`src/rtl/iter_div_unit_if.sv`:
```
// Request/response bundle between the EX-stage issue logic and the iterative divider.
interface iter_div_unit_if #(parameter int XLEN = 32);
  logic            start;
  logic [1:0]      op;
  logic [XLEN-1:0] A;
  logic [XLEN-1:0] B;
  logic            busy;
  logic            done;
  logic [XLEN-1:0] result;

  modport master (output start, op, A, B, input busy, done, result);
  modport slave  (input start, op, A, B, output busy, done, result);
endinterface

```
`src/rtl/iter_div_unit.sv`:
```
// RV32M DIV/DIVU/REM/REMU unit: restoring shift-subtract, one quotient bit per clock.
// state | meaning
// IDLE  | waiting for start; operands captured on an accepted start
// CALC  | 32 shift-subtract iterations on magnitudes
// FIX   | sign correction and result load
// DONE  | one-cycle done strobe
module iter_div_unit #(
  parameter int XLEN = 32,
  parameter int ITER = 32
) (
  input logic           clk,
  input logic           rst,
  iter_div_unit_if.slave bus
);
  localparam int CNT_W = $clog2(ITER);

  typedef enum logic [1:0] {S_IDLE, S_CALC, S_FIX, S_DONE} state_t;

  state_t          state, state_nxt;
  logic [XLEN-1:0] rem_r, quo_r, dvs_r, result_r;
  logic [CNT_W-1:0] cnt_r;
  logic            is_rem_r, neg_q_r, neg_r_r;

  logic            sgn_op, is_rem, b_zero, ovf, special;
  logic [XLEN-1:0] a_abs, b_abs, spec_res;
  logic [XLEN:0]   t, s;

  assign sgn_op  = ~bus.op[0];
  assign is_rem  = bus.op[1];
  assign b_zero  = (bus.B == '0);
  assign ovf     = sgn_op && (bus.A == {1'b1, {(XLEN-1){1'b0}}}) && (bus.B == '1);
  assign special = b_zero | ovf;
  assign a_abs   = (sgn_op && bus.A[XLEN-1]) ? (~bus.A + XLEN'(1)) : bus.A;
  assign b_abs   = (sgn_op && bus.B[XLEN-1]) ? (~bus.B + XLEN'(1)) : bus.B;

  always_comb begin
    spec_res = '0;
    if (b_zero)
      spec_res = is_rem ? bus.A : '1;
    else
      spec_res = is_rem ? '0 : {1'b1, {(XLEN-1){1'b0}}};
  end

  // The stored remainder stays below the divisor, so its 33rd bit is always
  // zero and only the low word needs to be kept.
  always_comb begin
    t = {rem_r, quo_r[XLEN-1]};
    s = t + ~{1'b0, dvs_r} + {{XLEN{1'b0}}, 1'b1};
  end

  always_comb begin
    state_nxt = state;
    case (state)
      S_IDLE: if (bus.start) state_nxt = special ? S_DONE : S_CALC;
      S_CALC: if (cnt_r == '0) state_nxt = S_FIX;
      S_FIX:  state_nxt = S_DONE;
      S_DONE: state_nxt = S_IDLE;
      default: state_nxt = S_IDLE;
    endcase
  end

  always_ff @(posedge clk or posedge rst) begin
    if (rst) state <= S_IDLE;
    else     state <= state_nxt;
  end

  always_ff @(posedge clk or posedge rst) begin
    if (rst) begin
      rem_r    <= '0;
      quo_r    <= '0;
      dvs_r    <= '0;
      cnt_r    <= '0;
      result_r <= '0;
      is_rem_r <= 1'b0;
      neg_q_r  <= 1'b0;
      neg_r_r  <= 1'b0;
    end else begin
      case (state)
        S_IDLE: begin
          if (bus.start) begin
            if (special) begin
              result_r <= spec_res;
            end else begin
              rem_r    <= '0;
              quo_r    <= a_abs;
              dvs_r    <= b_abs;
              cnt_r    <= CNT_W'(ITER - 1);
              is_rem_r <= is_rem;
              neg_q_r  <= sgn_op & (bus.A[XLEN-1] ^ bus.B[XLEN-1]);
              neg_r_r  <= sgn_op & bus.A[XLEN-1];
            end
          end
        end
        S_CALC: begin
          cnt_r <= cnt_r - CNT_W'(1);
          if (!s[XLEN]) begin
            rem_r <= s[XLEN-1:0];
            quo_r <= {quo_r[XLEN-2:0], 1'b1};
          end else begin
            rem_r <= t[XLEN-1:0];
            quo_r <= {quo_r[XLEN-2:0], 1'b0};
          end
        end
        S_FIX: begin
          if (is_rem_r)
            result_r <= neg_r_r ? (~rem_r + XLEN'(1)) : rem_r;
          else
            result_r <= neg_q_r ? (~quo_r + XLEN'(1)) : quo_r;
        end
        default: ;
      endcase
    end
  end

  assign bus.busy   = (state != S_IDLE);
  assign bus.done   = (state == S_DONE);
  assign bus.result = result_r;
endmodule

```
`src/flat_wrapper.sv`:
```
// flat-port wrapper written by rule: the top's interface ports become plain ports
module iter_div_unit_flat 
#(
  parameter int XLEN = 32,
  parameter int ITER = 32
)
  (clk, rst, bus_start, bus_op, bus_A, bus_B, bus_busy, bus_done, bus_result);
  iter_div_unit_if #(.XLEN(XLEN)) bus_i ();
  input logic clk;
  input logic rst;
  input wire logic [$bits(bus_i.start)-1:0] bus_start;
  input wire logic [$bits(bus_i.op)-1:0] bus_op;
  input wire logic [$bits(bus_i.A)-1:0] bus_A;
  input wire logic [$bits(bus_i.B)-1:0] bus_B;
  output wire logic [$bits(bus_i.busy)-1:0] bus_busy;
  output wire logic [$bits(bus_i.done)-1:0] bus_done;
  output wire logic [$bits(bus_i.result)-1:0] bus_result;
  assign bus_i.start = bus_start;
  assign bus_i.op = bus_op;
  assign bus_i.A = bus_A;
  assign bus_i.B = bus_B;
  assign bus_busy = bus_i.busy;
  assign bus_done = bus_i.done;
  assign bus_result = bus_i.result;
  iter_div_unit #(.XLEN(XLEN), .ITER(ITER)) u_core (.clk(clk), .rst(rst), .bus(bus_i));
endmodule
```
`config.mk`:
```
export PLATFORM = sky130hd
export DESIGN_NAME = iter_div_unit_flat
export DESIGN_NICKNAME = d
export VERILOG_FILES = /design/src/rtl/iter_div_unit_if.sv /design/src/rtl/iter_div_unit.sv /design/src/flat_wrapper.sv
export SDC_FILE = /design/constraint.sdc
export NUM_CORES = 1
export LEC_CHECK = 0
export ABC_AREA = 1
export CORE_MARGIN = 1
export CORE_UTILIZATION = 40
export CTS_CLUSTER_SIZE = 8
export DETAILED_ROUTE_END_ITERATION = 8
export PLACE_DENSITY = 0.65
export SKIP_LAST_GASP = 1
export SYNTH_ARGS = -nofsm -noshare
export SYNTH_HDL_FRONTEND = slang
export SYNTH_SLANG_ARGS = --single-unit
```
`constraint.sdc`:
```
create_clock -name clk -period 5.6 [get_ports clk]
set_clock_uncertainty 0.05 [all_clocks]
set_input_delay 0.56 -clock clk [delete_from_list [all_inputs] [get_ports clk]]
set_output_delay 0.56 -clock clk [all_outputs]
set_load 0.1 [all_outputs]
```
# After elaboration in Yosys (flattened, before gate mapping)
# Index checks and enable logic that the tools add are counted.
# totals
ff_bits	138
out_inout_bits	34
# classes
n_addsub	7
eq_ne	9
muxes	26
bitwise	11
reduce_logical	14
# op_table
op	n
$mux 32	15
$pmux 32 s2	3
$add 32x1->32 const B	4
$not 32->32	4
$eq 32x32->1 const B	2
$add 33x1->33 const B	1
$add 33x33->33	1
$not 32->33	1
$logic_not 32->1	1
$mux 5	2
$pmux 5 s2	1
$reduce_and 3->1	3
$pmux 2 s4	1
$mux 2	3
$reduce_bool 2->1	3
$logic_not 5->1	1
$sub 5x1->5 const B	1
$eq 2x2->1 const B	2
$logic_and 1x1->1	4
$ne 2x1->1 const B	2
$ne 2x2->1 const B	2
$and 1x1->1	2
$eq 2x1->1 const B	1
$logic_not 2->1	1
other kinds (5)	6

# Logic depth before layout (Yosys ltp)
# Gate-level depths: netlist (run 1).
# logic_depth
word_depth	7
depth_mapped	18
depth_no_buf	17

# Least setup slack after synthesis (run 1)
# Ideal clock, no wire load.
# synth_timing
path_type	register -> register
from	register u_core.quo_r[31]
to	register u_core.rem_r[1]
setup_time_ps	117
arrival_time_ps	2128
t_required_ps	5433
setup_slack_ps	3304
stages_incl_launch_ff	19
period_less_slack_ps	2296
cell_sequence	dfrtp_1 -> inv_1 -> ha_1 -> fa_1 -> inv_1 -> nand2_1 -> nand2_1 -> nand3_1 -> nand2_2 -> nand2_1 -> nand2_1 -> nand2_2 -> nand2_4 -> nand2_4 -> nand2_4 -> buf_6 -> nand2_1 -> nand3_1 -> nand2_1
# synth_via
elab_chain_cells	4
# synth_rtl
item	line	rtl
from (decl)	iter_div_unit.sv:20	logic [XLEN-1:0] rem_r, quo_r, dvs_r, result_r;
from (signal assigned)	iter_div_unit.sv:85	quo_r <= a_abs;
from (signal assigned)	iter_div_unit.sv:98	quo_r <= {quo_r[XLEN-2:0], 1'b1};
from (signal assigned)	iter_div_unit.sv:101	quo_r <= {quo_r[XLEN-2:0], 1'b0};
$add 33x33->33	iter_div_unit.sv:48	s = t + ~{1'b0, dvs_r} + {{XLEN{1'b0}}, 1'b1};
$add 33x1->33	iter_div_unit.sv:48	
$mux 32	iter_div_unit.sv:96	if (!s[XLEN]) begin
$pmux 32 s2	iter_div_unit.sv:78	case (state)
to (signal assigned)	iter_div_unit.sv:97	rem_r <= s[XLEN-1:0];
to (signal assigned)	iter_div_unit.sv:100	rem_r <= t[XLEN-1:0];
to (decl)	iter_div_unit.sv:20	
# Every way passes these cells.
# A chain may end at the register's enable or synchronous reset.

# Worst setup path after layout (run 1)
# layout_timing
from	register u_core.state[1]
to	output bus_busy
# layout_via
elab_chain_cells	1
# layout_rtl
item	line	rtl
from (decl)	iter_div_unit.sv:19	state_t state, state_nxt;
from (signal assigned)	iter_div_unit.sv:64	else state <= state_nxt;
$reduce_bool 2->1	iter_div_unit.sv:115	assign bus.busy = (state != S_IDLE);
to (decl)	flat_wrapper.sv:15	output wire logic [$bits(bus_i.busy)-1:0] bus_busy;
# Every way passes these cells.

==> impl_results.md, run 1 <==
- Status: complete, no violations
- 1st-pass router iterations: 6
- Layout net count: 2463
- Area of the mapped netlist: 13640 um^2
- Number of cells produced by synthesis: 2293
- Routed len/inst: 17.65 um
- Remaining global-route overflow: 0
- Startpoint types: register
- Proportion of register bits with asynchronous set or reset after synthesis: 100.0%
- Total length of routed wires: 49600 um
- Worst-path cell with the longest stage delay: sky130_fd_sc_hd__clkdlybuf4s50_1
- Effective utilization at floorplan: 40.68%
- Final critical delay including setup and external delays: 3.159 ns
- Buffer depth of the longest clock path: 2
- Hold Path Class: in2async
- Growth of design area from synthesis to finish: 14.14%
- CTS H-tree depth: 4
- Vias in the first global route: 13630
- Power Dens Cells: 665.0 nW/um^2
- Slowest cell delay on critical path: 1.19 ns
- Final RePlAce weighted congestion: 0.9314
- Maximum number of pins on one net before global-route repair: 91
- Finish-stage setup viols: 0
- Clock latency at the later pin of the worst-skew pair: 0.44 ns
- Layout cells sized above 1: 5.038%
- Antenna violations before repair: 0
- # port buffers: 102
- Static leakage: 7.990 nW
- Die W: 186.7 um
- Cell breakdown of the critical path: inv_1 > ha_1 > inv_1 > clkdlybuf4s50_1
- Crit Path Max Fanout: 5
- Unrepaired setup endpoints after global routing: false
- TritonCTS clock tree: yes
- Arrival time of data at the critical path endpoint: 2.55 ns
- Number of hold-slack violations in the final timing report: 0
- Total inserted antenna cells: 0
- Overall die height: 186.7 um
- Max-cap viol count: 0
- Hold buffer count at cts: 0
- Number of vias in the routed layout: 15170
- Endpoint type of the worst setup path: primary output
- Wire length of the first global-routing pass: 76960 um
- Critical path class: reg2out
- Post-cts resize count: 0
- Filler instances: 3647
- Achievable frequency: 316.5 MHz
- Syn_nets: 2407
- Mean number of vias per cell: 5.397
- Final total negative setup slack: 0 ns
- Number of nets with antenna violations after detailed routing: 0
- Yosys warns: 0
- Num CTS Buffers: 17
- Number of DRC markers after the initial detailed-route iteration: 1481
- Number of sinks driven by the clock tree: 138
- Worst ir drop on vdd: 0.2746 mV
- Top-Level Pins: 103
- Worst-margin pin slew: 1.005 ns
- Sequential area share after synthesis: 25.31%
- Share of the clock period used by the worst path after layout: 56.42%
- Data required, critical path: 4.99 ns
- Logic depth of the worst register-to-register path: 8
- Average instance area after synthesis: 5.949 um^2
- Most frequent CP cell: sky130_fd_sc_hd__inv_1
- Area enclosed by the die boundary: 34850 um^2
- Max-Slew Margin vs Limit: 32.77%
- Count of state elements after synthesis: 138
- Post-CTS Setup Repair Bufs: 0
- Placed wire-length estimate: 39060 um
- Top_reg_cell synth: sky130_fd_sc_hd__dfrtp_1
- Area inside the core boundary: 33530 um^2
- Root buffer cell: sky130_fd_sc_hd__clkbuf_16
- Post-detailed-route DRC marker count: 0
- Total Power Consumption: 10.36 mW
- Final Max Tran Viols: 0
- Yosys cell types: 40
- GRT Overall Usage: 28.34%
- Post-synth EDFFs: 0
- Clock-pin slew on the worst setup and hold paths: 0.07 ns
- Placement Rows: 67
worst paths after layout:
kind,startpoint,end,slack [ns]
max,u_core.state[1]$_DFFE_PP0P_,bus_busy,2.44
max in group asynchronous,rst,u_core.quo_r[14]$_DFFE_PP0P_,4.02
min,rst,u_core.bus.result[19]$_DFFE_PP0P_,0.38
min reg2reg,u_core.dvs_r[20]$_DFFE_PP0P_,u_core.dvs_r[20]$_DFFE_PP0P_,0.43
max reg2reg,u_core.state[0]$_DFFE_PP0P_,u_core.bus.result[1]$_DFFE_PP0P_,2.49
min in group clk,u_core.dvs_r[20]$_DFFE_PP0P_,u_core.dvs_r[20]$_DFFE_PP0P_,0.43
per-layer routing:
metal / wire length (um) / global-route usage (%) / vias to the layer above
met5: 0 / 0 / -
met2: 20870 / 41.65 / 547
met4: 711 / 6.274 / 0
met1: 24240 / 42.76 / 7080
li1: - / - / 7491
met3: 3785 / 4.946 / 48
cell usage in the layout (no fill, tap or decap), types with 4 or more instances in the layout:
cell	instances
sky130_fd_sc_hd__nand4_1	41
sky130_fd_sc_hd__xnor2_1	17
sky130_fd_sc_hd__nand3_2	9
sky130_fd_sc_hd__clkbuf_16	17
sky130_fd_sc_hd__and2_1	7
sky130_fd_sc_hd__nand2_1	753
sky130_fd_sc_hd__ha_1	44
sky130_fd_sc_hd__buf_4	16
sky130_fd_sc_hd__o21ai_2	25
sky130_fd_sc_hd__inv_1	294
sky130_fd_sc_hd__o21ai_1	11
sky130_fd_sc_hd__inv_6	6
sky130_fd_sc_hd__o211ai_1	13
sky130_fd_sc_hd__a21oi_1	52
sky130_fd_sc_hd__bufinv_16	4
sky130_fd_sc_hd__dfrtp_1	138
sky130_fd_sc_hd__nand3_1	357
sky130_fd_sc_hd__nor3_1	17
sky130_fd_sc_hd__o21ai_0	128
sky130_fd_sc_hd__nand2_2	5
sky130_fd_sc_hd__xor2_1	35
sky130_fd_sc_hd__clkdlybuf4s50_1	102
sky130_fd_sc_hd__nand3b_1	18
sky130_fd_sc_hd__or2_2	7
sky130_fd_sc_hd__o22ai_1	8
sky130_fd_sc_hd__nand2_4	8
sky130_fd_sc_hd__nor2_2	5
sky130_fd_sc_hd__nor2_1	200
flip-flops by register name, summed over array words and instances, names as in the netlist:
name / count
u_core.bus.result: 32
u_core.cnt_r: 5
u_core.dvs_r: 32
u_core.is_rem_r: 1
u_core.neg_q_r: 1
u_core.neg_r_r: 1
u_core.quo_r: 32
u_core.rem_r: 32
u_core.state: 2
cell families (layout without fill, tap and decap cells):
family | after synthesis | in the layout | share of synthesized area (%)
simple gates | 1436 | 1436 | 45.90
flops | 138 | 138 | 25.31
fa+ha+maj | 45 | 45 | 4.182
compound gates | 243 | 243 | 10.02
xor+xnor | 52 | 52 | 3.338
buf+inv | 379 | 448 | 11.24
final cells by class:
| class | count | area [um^2] | share of cell area, % |
|---|---|---|---|
| Tap cell | 448 | 560.5 | 3.600 |
| Sequential cell | 138 | 3453 | 22.18 |
| Clock buffer | 17 | 425.4 | 2.732 |
| Timing Repair Buffer | 118 | 1141 | 7.328 |
| Clock inverter | 15 | 212.7 | 1.366 |
| Inverter | 298 | 1124 | 7.216 |
| Multi-Input combinational cell | 1776 | 8655 | 55.58 |
worst max-delay path: cells and delay by family (launching register included):
kind	cells	cell delay [ns]
adder cells (fa/ha/maj)	1	0.23
buffers and inverters	3	1.49
flip-flops	1	0.40
stage by stage:
step	utilization [%]	worst slack [ns]	cell area [um^2]	instances	hold slack [ns]
after global placement	44.53	2.201	14930	2778	0.4179
after CTS	46.44	2.437	15570	2810	0.3819
after floorplan	-	1.294	13640	2293	0.3991
final	46.44	2.441	15570	2810	0.3809
after global routing	46.44	2.208	15570	2810	0.3989
after detailed placement	44.53	2.064	14930	2778	0.4251
cells in the mapped netlist (10+ instances only):
cell type / count / area share (%)
sky130_fd_sc_hd__nand2_1: 753 / 21
sky130_fd_sc_hd__nand3_1: 357 / 13
sky130_fd_sc_hd__inv_1: 295 / 8.1
sky130_fd_sc_hd__nor2_1: 200 / 5.5
sky130_fd_sc_hd__dfrtp_1: 138 / 25
sky130_fd_sc_hd__o21ai_0: 128 / 4.7
sky130_fd_sc_hd__a21oi_1: 52 / 1.9
sky130_fd_sc_hd__ha_1: 44 / 4.0
sky130_fd_sc_hd__clkbuf_1: 42 / 1.2
sky130_fd_sc_hd__nand4_1: 41 / 1.9
sky130_fd_sc_hd__xor2_1: 35 / 2.2
sky130_fd_sc_hd__o21ai_2: 25 / 1.6
sky130_fd_sc_hd__buf_2: 20 / 0.73
sky130_fd_sc_hd__nand3b_1: 18 / 0.99
sky130_fd_sc_hd__nor3_1: 17 / 0.62
sky130_fd_sc_hd__xnor2_1: 17 / 1.1
sky130_fd_sc_hd__o211ai_1: 13 / 0.72
sky130_fd_sc_hd__o21ai_1: 11 / 0.40
sky130_fd_sc_hd__buf_6: 10 / 0.83
where the power goes:
| part | internal (mW) | total, mW | switching, mW |
|---|---|---|---|
| combinational | 2.13 | 7.21 | 5.08 |
| sequential | 1.44 | 1.89 | 0.454 |
| clock | 0.756 | 1.25 | 0.497 |
(Power assumes the default switching activity.)
==> inputs of run 2 (changes only) <==
clock period = 3.3 ns   (was 5.6 ns; I/O delays follow)
==> run 2 against run 1 <==
Against the previous run:
- non-clock buffer count up 9
- first-iteration DRC count up 18%
- design area up 0.19%
- sequential share of layout area about the same
- combinational power up 69%
- sequential power up 72%
- clock power up 50%
- cell count up 0.32%
- worst hold slack worse by 0.022 ns
- critical path type is now reg2reg
- die area unchanged
- global-route usage down 0.053 points
- wire length down 0.26%
==> impl_results.md, run 2 (synthesized netlist as in run 1, its figures left out) <==
- Total length of routed wires: 49470 um (-0.26%)
- Hold Path Class: in2async
- 1st-pass router iterations: 5 (-1)
- Number of hold-slack violations in the final timing report: 0 (unchanged)
- Share of the clock period used by the worst path after layout: 87.25%
- Clock-pin slew on the worst setup and hold paths: 0.07 ns (about the same)
- Most frequent CP cell: sky130_fd_sc_hd__nand2_1
- Hold buffer count at cts: 0 (unchanged)
- Arrival time of data at the critical path endpoint: 3.21 ns (+0.66 ns)
- Wire length of the first global-routing pass: 76980 um (about the same)
- Mean number of vias per cell: 5.377 (-0.37%)
- Total Power Consumption: 17.36 mW (+68%)
- Vias in the first global route: 13770 (+1.1%)
- Status: complete, no violations
- Worst ir drop on vdd: 0.5830 mV (+110%)
- Overall die height: 186.7 um (unchanged)
- Root buffer cell: sky130_fd_sc_hd__clkbuf_16
- Worst-margin pin slew: 1.010 ns (+0.005208 ns)
- Unrepaired setup endpoints after global routing: false
- Final Max Tran Viols: 0 (unchanged)
- CP top delay family: simple AND/OR/NAND/NOR gates
- Remaining global-route overflow: 0 (unchanged)
- FF/Latch Area: 3453 um^2 (unchanged)
- Final RePlAce weighted congestion: 0.9647 (+3.6%)
- Top-Level Pins: 103 (unchanged)
- Startpoint types: register
- Critical path class: reg2reg
- Achievable frequency: 347.3 MHz
- Number of vias in the routed layout: 15160 (-0.053%)
- Routed len/inst: 17.55 um (-0.58%)
- Data required, critical path: 3.63 ns (-1.36 ns)
- Layout net count: 2472 (+0.37%)
- Area enclosed by the die boundary: 34850 um^2 (unchanged)
- Cell breakdown of the critical path: inv_1 > ha_1 > fa_1 > inv_1 > nand2_1 > nand2_1 > nand3_1 > nand2_2 > nand2_1 > nand2_1 > nand2_2 > nand3_2 > nand2_4 > nand2_1 > nand3_1 > nand2_1
- Worst-path cell with the longest stage delay: sky130_fd_sc_hd__fa_1
- Max Used Layer: met5
- Area inside the core boundary: 33530 um^2 (unchanged)
- Number of nets with antenna violations after detailed routing: 0 (unchanged)
- Routed wl met2: 20670 um (-0.92%)
- Finish-stage setup viols: 0 (unchanged)
- Placed wire-length estimate: 39370 um (+0.79%)
- Post-cts resize count: 0 (unchanged)
- Metal3 WL: 3850 um (+1.7%)
- Static leakage: 8.005 nW (+0.19%)
- Antenna violations before repair: 0 (unchanged)
- Final critical delay including setup and external delays: 2.879 ns
- Slowest cell delay on critical path: 0.42 ns (-0.77 ns)
- Buffer depth of the longest clock path: 2 (unchanged)
- WL met1: 23840 um (-1.6%)
- Growth of design area from synthesis to finish: 14.36%
- Highest-count cells in the layout ignoring fill and taps: sky130_fd_sc_hd__nand2_1 (753), sky130_fd_sc_hd__nand3_1 (357), sky130_fd_sc_hd__inv_1 (294)
- Endpoint type of the worst setup path: register
- Number of DRC markers after the initial detailed-route iteration: 1745 (+18%)
- Final total negative setup slack: 0 ns (unchanged)
- Placement Rows: 67 (unchanged)
- Crit path buf inv count: 2 (-1)
- # port buffers: 102 (unchanged)
- GRT Overall Usage: 28.29% (-0.053 points)
- Layout cells sized above 1: 5.441% (+0.40 points)
- CTS H-tree depth: 4 (unchanged)
- Maximum number of pins on one net before global-route repair: 82 (-9.9%)
- Die W: 186.7 um (unchanged)
- Number of sinks driven by the clock tree: 138 (unchanged)
- Multi-input gate area: 8655 um^2 (unchanged)
- Max-cap viol count: 0 (unchanged)
- Clock latency at the later pin of the worst-skew pair: 0.45 ns (about the same)
- Post-detailed-route DRC marker count: 0 (unchanged)
- Max-Slew Margin vs Limit: 32.42% (-0.35 points)
- Effective utilization at floorplan: 40.68% (unchanged)
- Num CTS Buffers: 17 (unchanged)
- Crit Path Max Fanout: 17 (+12)
- Total inserted antenna cells: 0 (unchanged)
- Leading cell type in the layout, fill and taps excluded: sky130_fd_sc_hd__nand2_1
- TritonCTS clock tree: yes
- Post-CTS Setup Repair Bufs: 0 (unchanged)
- Filler instances: 3637 (-0.27%)
- Power Dens Cells: 1113 nW/um^2 (+67%)
-- run 2: cell count changes in the layout (fill, tap and decap cells not counted), moves of 2 or more --
cell / delta
sky130_fd_sc_hd__buf_12: +4
sky130_fd_sc_hd__buf_4: +7
sky130_fd_sc_hd__bufinv_16: -4
sky130_fd_sc_hd__clkdlybuf4s50_1: -2
sky130_fd_sc_hd__inv_8: +3
sky130_fd_sc_hd__clkinvlp_4: +3
sky130_fd_sc_hd__inv_6: -2
-- run 2: area by class of cell --
class	instances	share of cell area, %
multi-input cells	1776	55.47
flip-flops and latches	138	22.13
repair buffers	127	8.036
inverters	298	7.194
well taps	448	3.593
clock buffers	18	2.751
clock inverters	14	0.8180
-- run 2: metal layers --
layer / global-route usage (%) / vias to the layer above
li1: - / 7516
met1: 41.58 / 7033
met2: 41.75 / 557
met3: 5.567 / 50
met4: 7.503 / 2
met5: 0.9615 / -
-- run 2: through the flow --
stage                     utilization, %  cell area, um^2  hold WS, ns  cells  worst slack, ns
after global placement             44.87            15040       0.4144   2787           0.3268
after global routing               46.53            15600       0.4381   2819           0.2093
final                              46.53            15600       0.3585   2819           0.4206
after floorplan                        -            13650       0.3991   2293            1.004
after detailed placement           44.87            15040       0.4236   2787           0.2177
after CTS                          46.53            15600       0.4030   2819           0.4686
-- run 2: final timing paths --
check                                             startpoint                               end  slack [ns]  depth (start not counted)
worst min-delay path                                     rst  u_core.bus.result[7]$_DFFE_PP0P_        0.36                          2
min in group clk                u_core.dvs_r[16]$_DFFE_PP0P_      u_core.dvs_r[16]$_DFFE_PP0P_        0.44                          2
max in group asynchronous                                rst      u_core.dvs_r[20]$_DFFE_PP0P_        2.09                          3
worst max-delay path            u_core.quo_r[31]$_DFFE_PP0P_      u_core.rem_r[28]$_DFFE_PP0P_        0.42                         16
worst max register to register  u_core.quo_r[31]$_DFFE_PP0P_      u_core.rem_r[28]$_DFFE_PP0P_        0.42                         16
worst min register to register  u_core.dvs_r[16]$_DFFE_PP0P_      u_core.dvs_r[16]$_DFFE_PP0P_        0.44                          2
-- run 2: power breakdown --
part | switching (mW) | leakage, nW | internal (mW) | total, mW
Sequential | 0.812 | 1.76 | 2.44 | 3.26
Combinational | 8.57 | 5.99 | 3.66 | 12.2
Clock | 0.883 | 0.262 | 0.991 | 1.87
Total | 10.3 | 8.01 | 7.10 | 17.4
==> inputs of run 3 (changes only) <==
CELL_PAD_IN_SITES_DETAIL_PLACEMENT = 0   (was not set)
CELL_PAD_IN_SITES_GLOBAL_PLACEMENT = 1   (was not set)
PLACE_DENSITY = 0.86   (was 0.65)
==> run 3 against run 2 <==
Against the previous run:
- wire length is 3.6% lower
- die area unchanged
- highest routed layer is now met4
- design area up 0.91%
- largest power group unchanged
- first-iteration DRC count shrank 26%
- worst setup slack got worse by 0.11 ns
- utilization is 0.42 points higher
- cell count is 0.32% higher
- critical path depth rose by 1
==> impl_results.md, run 3 (synthesized netlist as in run 1, its figures left out) <==
- Routed wl met2: 21550 um (+4.2%)
- Post-detailed-route DRC marker count: 0 (unchanged)
- Arrival time of data at the critical path endpoint: 3.29 ns (+0.08 ns)
- Status: complete, no violations
- Layout net count: 2480 (+0.32%)
- Share of the clock period used by the worst path after layout: 90.71% (+3.5 points)
- Critical path class: reg2reg
- Number of DRC markers after the initial detailed-route iteration: 1284 (-26%)
- Post-cts resize count: 0 (unchanged)
- Non-filler instance count after layout: 2828 (+0.32%)
- Routed len/inst: 16.86 um (-3.9%)
- Max-cap viol count: 0 (unchanged)
- Slowest cell delay on critical path: 0.43 ns (about the same)
- Layout cells sized above 1: 5.759% (+0.32 points)
- 1st-pass router iterations: 6 (+1)
- Total length of routed wires: 47680 um (-3.6%)
- Overall die height: 186.7 um (unchanged)
- Buffer depth of the longest clock path: 2 (unchanged)
- Crit path buf inv count: 2 (unchanged)
- Area enclosed by the die boundary: 34850 um^2 (unchanged)
- Number of hold-slack violations in the final timing report: 0 (unchanged)
- Final total negative setup slack: 0 ns (unchanged)
- Mean number of vias per cell: 5.383 (+0.10%)
- Num CTS Buffers: 17 (unchanged)
- Max Used Layer: met4
- Cell breakdown of the critical path: inv_1 > ha_1 > fa_1 > inv_1 > nand2_1 > nand2_1 > nand3_1 > nand2_2 > nand2_1 > nand2_1 > nand2_2 > nand2_4 > nand2_4 > nand2_4 > nand2_1 > nand3_1 > nand2_1
- Finish-stage setup viols: 0 (unchanged)
- Area inside the core boundary: 33530 um^2 (unchanged)
- Data required, critical path: 3.59 ns (-0.04 ns)
- Root buffer cell: sky130_fd_sc_hd__clkbuf_16
- Leading cell type in the layout, fill and taps excluded: sky130_fd_sc_hd__nand2_1
- GRT Overall Usage: 27.26% (-1.0 points)
- Maximum number of pins on one net before global-route repair: 139 (+70%)
- Final RePlAce weighted congestion: 0.9133 (-5.3%)
- Unrepaired setup endpoints after global routing: false
- Worst-margin pin slew: 0.9930 ns (-0.01752 ns)
- WL met1: 21890 um (-8.2%)
- Worst-path cell with the longest stage delay: sky130_fd_sc_hd__fa_1
- Most frequent CP cell: sky130_fd_sc_hd__nand2_1
- Wire length of the first global-routing pass: 75400 um (-2.1%)
- Logic depth of the worst register-to-register path: 17 (+1)
- Startpoint types: register
- Growth of design area from synthesis to finish: 15.40%
- Vias in the first global route: 14040 (+2.0%)
- Number of nets with antenna violations after detailed routing: 0 (unchanged)
- Max-Slew Margin vs Limit: 33.73% (+1.3 points)
- Final critical delay including setup and external delays: 2.993 ns (+0.1140 ns)
- Crit Path Max Fanout: 17 (unchanged)
- Filler instances: 3562 (-2.1%)
- Number of vias in the routed layout: 15220 (+0.42%)
- Achievable frequency: 334.1 MHz (-3.8%)
- TritonCTS clock tree: yes
- Multi-input gate area: 8655 um^2 (unchanged)
- Placement Rows: 67 (unchanged)
- Stages on worst setup path: 17 (+1)
- # port buffers: 102 (unchanged)
- Antenna violations before repair: 0 (unchanged)
- Number of cells in the design after placement: 2795 (+0.29%)
- FF/Latch Area: 3453 um^2 (unchanged)
- Post-CTS Setup Repair Bufs: 0 (unchanged)
- Endpoint type of the worst setup path: register
- Remaining global-route overflow: 0 (unchanged)
- Static leakage: 8.086 nW (+1.0%)
- Clock latency at the later pin of the worst-skew pair: 0.45 ns (about the same)
- Die W: 186.7 um (unchanged)
- Final Max Tran Viols: 0 (unchanged)
- Hold buffer count at cts: 0 (unchanged)
- Placed wire-length estimate: 37520 um (-4.7%)
- CP top delay family: simple AND/OR/NAND/NOR gates
- Metal3 WL: 3108 um (-19%)
- Hold Path Class: in2async
- Top-Level Pins: 103 (unchanged)
- CTS H-tree depth: 4 (unchanged)
- Effective utilization at floorplan: 40.68% (unchanged)
- Clock-pin slew on the worst setup and hold paths: 0.07 ns (about the same)
- Highest-count cells in the layout ignoring fill and taps: sky130_fd_sc_hd__nand2_1 (753), sky130_fd_sc_hd__nand3_1 (357), sky130_fd_sc_hd__inv_1 (294)
- Worst ir drop on vdd: 1.005 mV (+72%)
- Number of sinks driven by the clock tree: 138 (unchanged)
- Power Dens Cells: 1110 nW/um^2 (-0.26%)
run 3: cell count changes in the layout (fill, tap and decap cells not counted), sizes merged:
cell,change
bufinv,+4
diode,+1
clkinv,+3
inv,-6
clkinvlp,-2
buf,+8
clkbuf,+1
run 3: metrics by stage:
stage	utilization (%)	worst slack, ns	power, mW	instance area (um^2)	hold WS [ns]
2_1_floorplan	-	1.004	12.08	13650	0.3991
3_3_place_gp	45.04	0.2815	14.99	15100	0.4135
3_5_place_dp	45.04	0.2446	15.17	15100	0.4166
4_1_cts	46.94	0.3870	17.35	15740	0.4335
5_1_grt	46.94	0.1766	19.01	15740	0.4435
6_report	46.95	0.3067	17.48	15740	0.3715
run 3: routing by layer:
layer	vias up	GRT usage, %
li1	7519	-
met1	7090	38.05
met2	549	43.28
met3	64	4.006
met4	0	8.480
met5	-	0
run 3: worst register-to-register path, cell delays in order, from the launching register on:
cell                      delay [ns]
sky130_fd_sc_hd__dfrtp_1        0.40
sky130_fd_sc_hd__inv_1          0.14
sky130_fd_sc_hd__ha_1           0.26
sky130_fd_sc_hd__fa_1           0.43
sky130_fd_sc_hd__inv_1          0.13
sky130_fd_sc_hd__nand2_1        0.07
sky130_fd_sc_hd__nand2_1        0.07
sky130_fd_sc_hd__nand3_1        0.08
sky130_fd_sc_hd__nand2_2        0.14
sky130_fd_sc_hd__nand2_1        0.08
sky130_fd_sc_hd__nand2_1        0.11
sky130_fd_sc_hd__nand2_2        0.11
sky130_fd_sc_hd__nand2_4        0.10
sky130_fd_sc_hd__nand2_4        0.15
sky130_fd_sc_hd__nand2_4        0.26
sky130_fd_sc_hd__nand2_1        0.13
sky130_fd_sc_hd__nand3_1        0.13
sky130_fd_sc_hd__nand2_1        0.06
run 3: cell type report:
| class | instances | share of cell area, % |
|---|---|---|
| Multi-Input combinational cell | 1776 | 54.98 |
| Sequential cell | 138 | 21.94 |
| Timing Repair Buffer | 135 | 8.345 |
| Tap cell | 448 | 3.561 |
| Inverter | 298 | 7.129 |
| Clock inverter | 13 | 1.224 |
| Antenna cell | 1 | 0.01590 |
| Clock buffer | 19 | 2.814 |
run 3: where the power goes:
part	internal (mW)	switching [mW]	leakage [nW]
Sequential	2.44	0.849	1.76
Combinational	3.71	8.35	6.03
Clock	1.29	0.828	0.304
Total	7.45	10.0	8.09
run 3: final timing paths:
check	from	end	slack (ns)
worst max-delay path	u_core.quo_r[31]$_DFFE_PP0P_	u_core.rem_r[0]$_DFFE_PP0P_	0.31
worst min-delay path	rst	u_core.bus.result[1]$_DFFE_PP0P_	0.37
worst max register to register	u_core.quo_r[31]$_DFFE_PP0P_	u_core.rem_r[0]$_DFFE_PP0P_	0.31
worst min register to register	u_core.dvs_r[26]$_DFFE_PP0P_	u_core.dvs_r[26]$_DFFE_PP0P_	0.43
max in group asynchronous	rst	u_core.dvs_r[19]$_DFFE_PP0P_	2.12
min in group clk	u_core.dvs_r[26]$_DFFE_PP0P_	u_core.dvs_r[26]$_DFFE_PP0P_	0.43
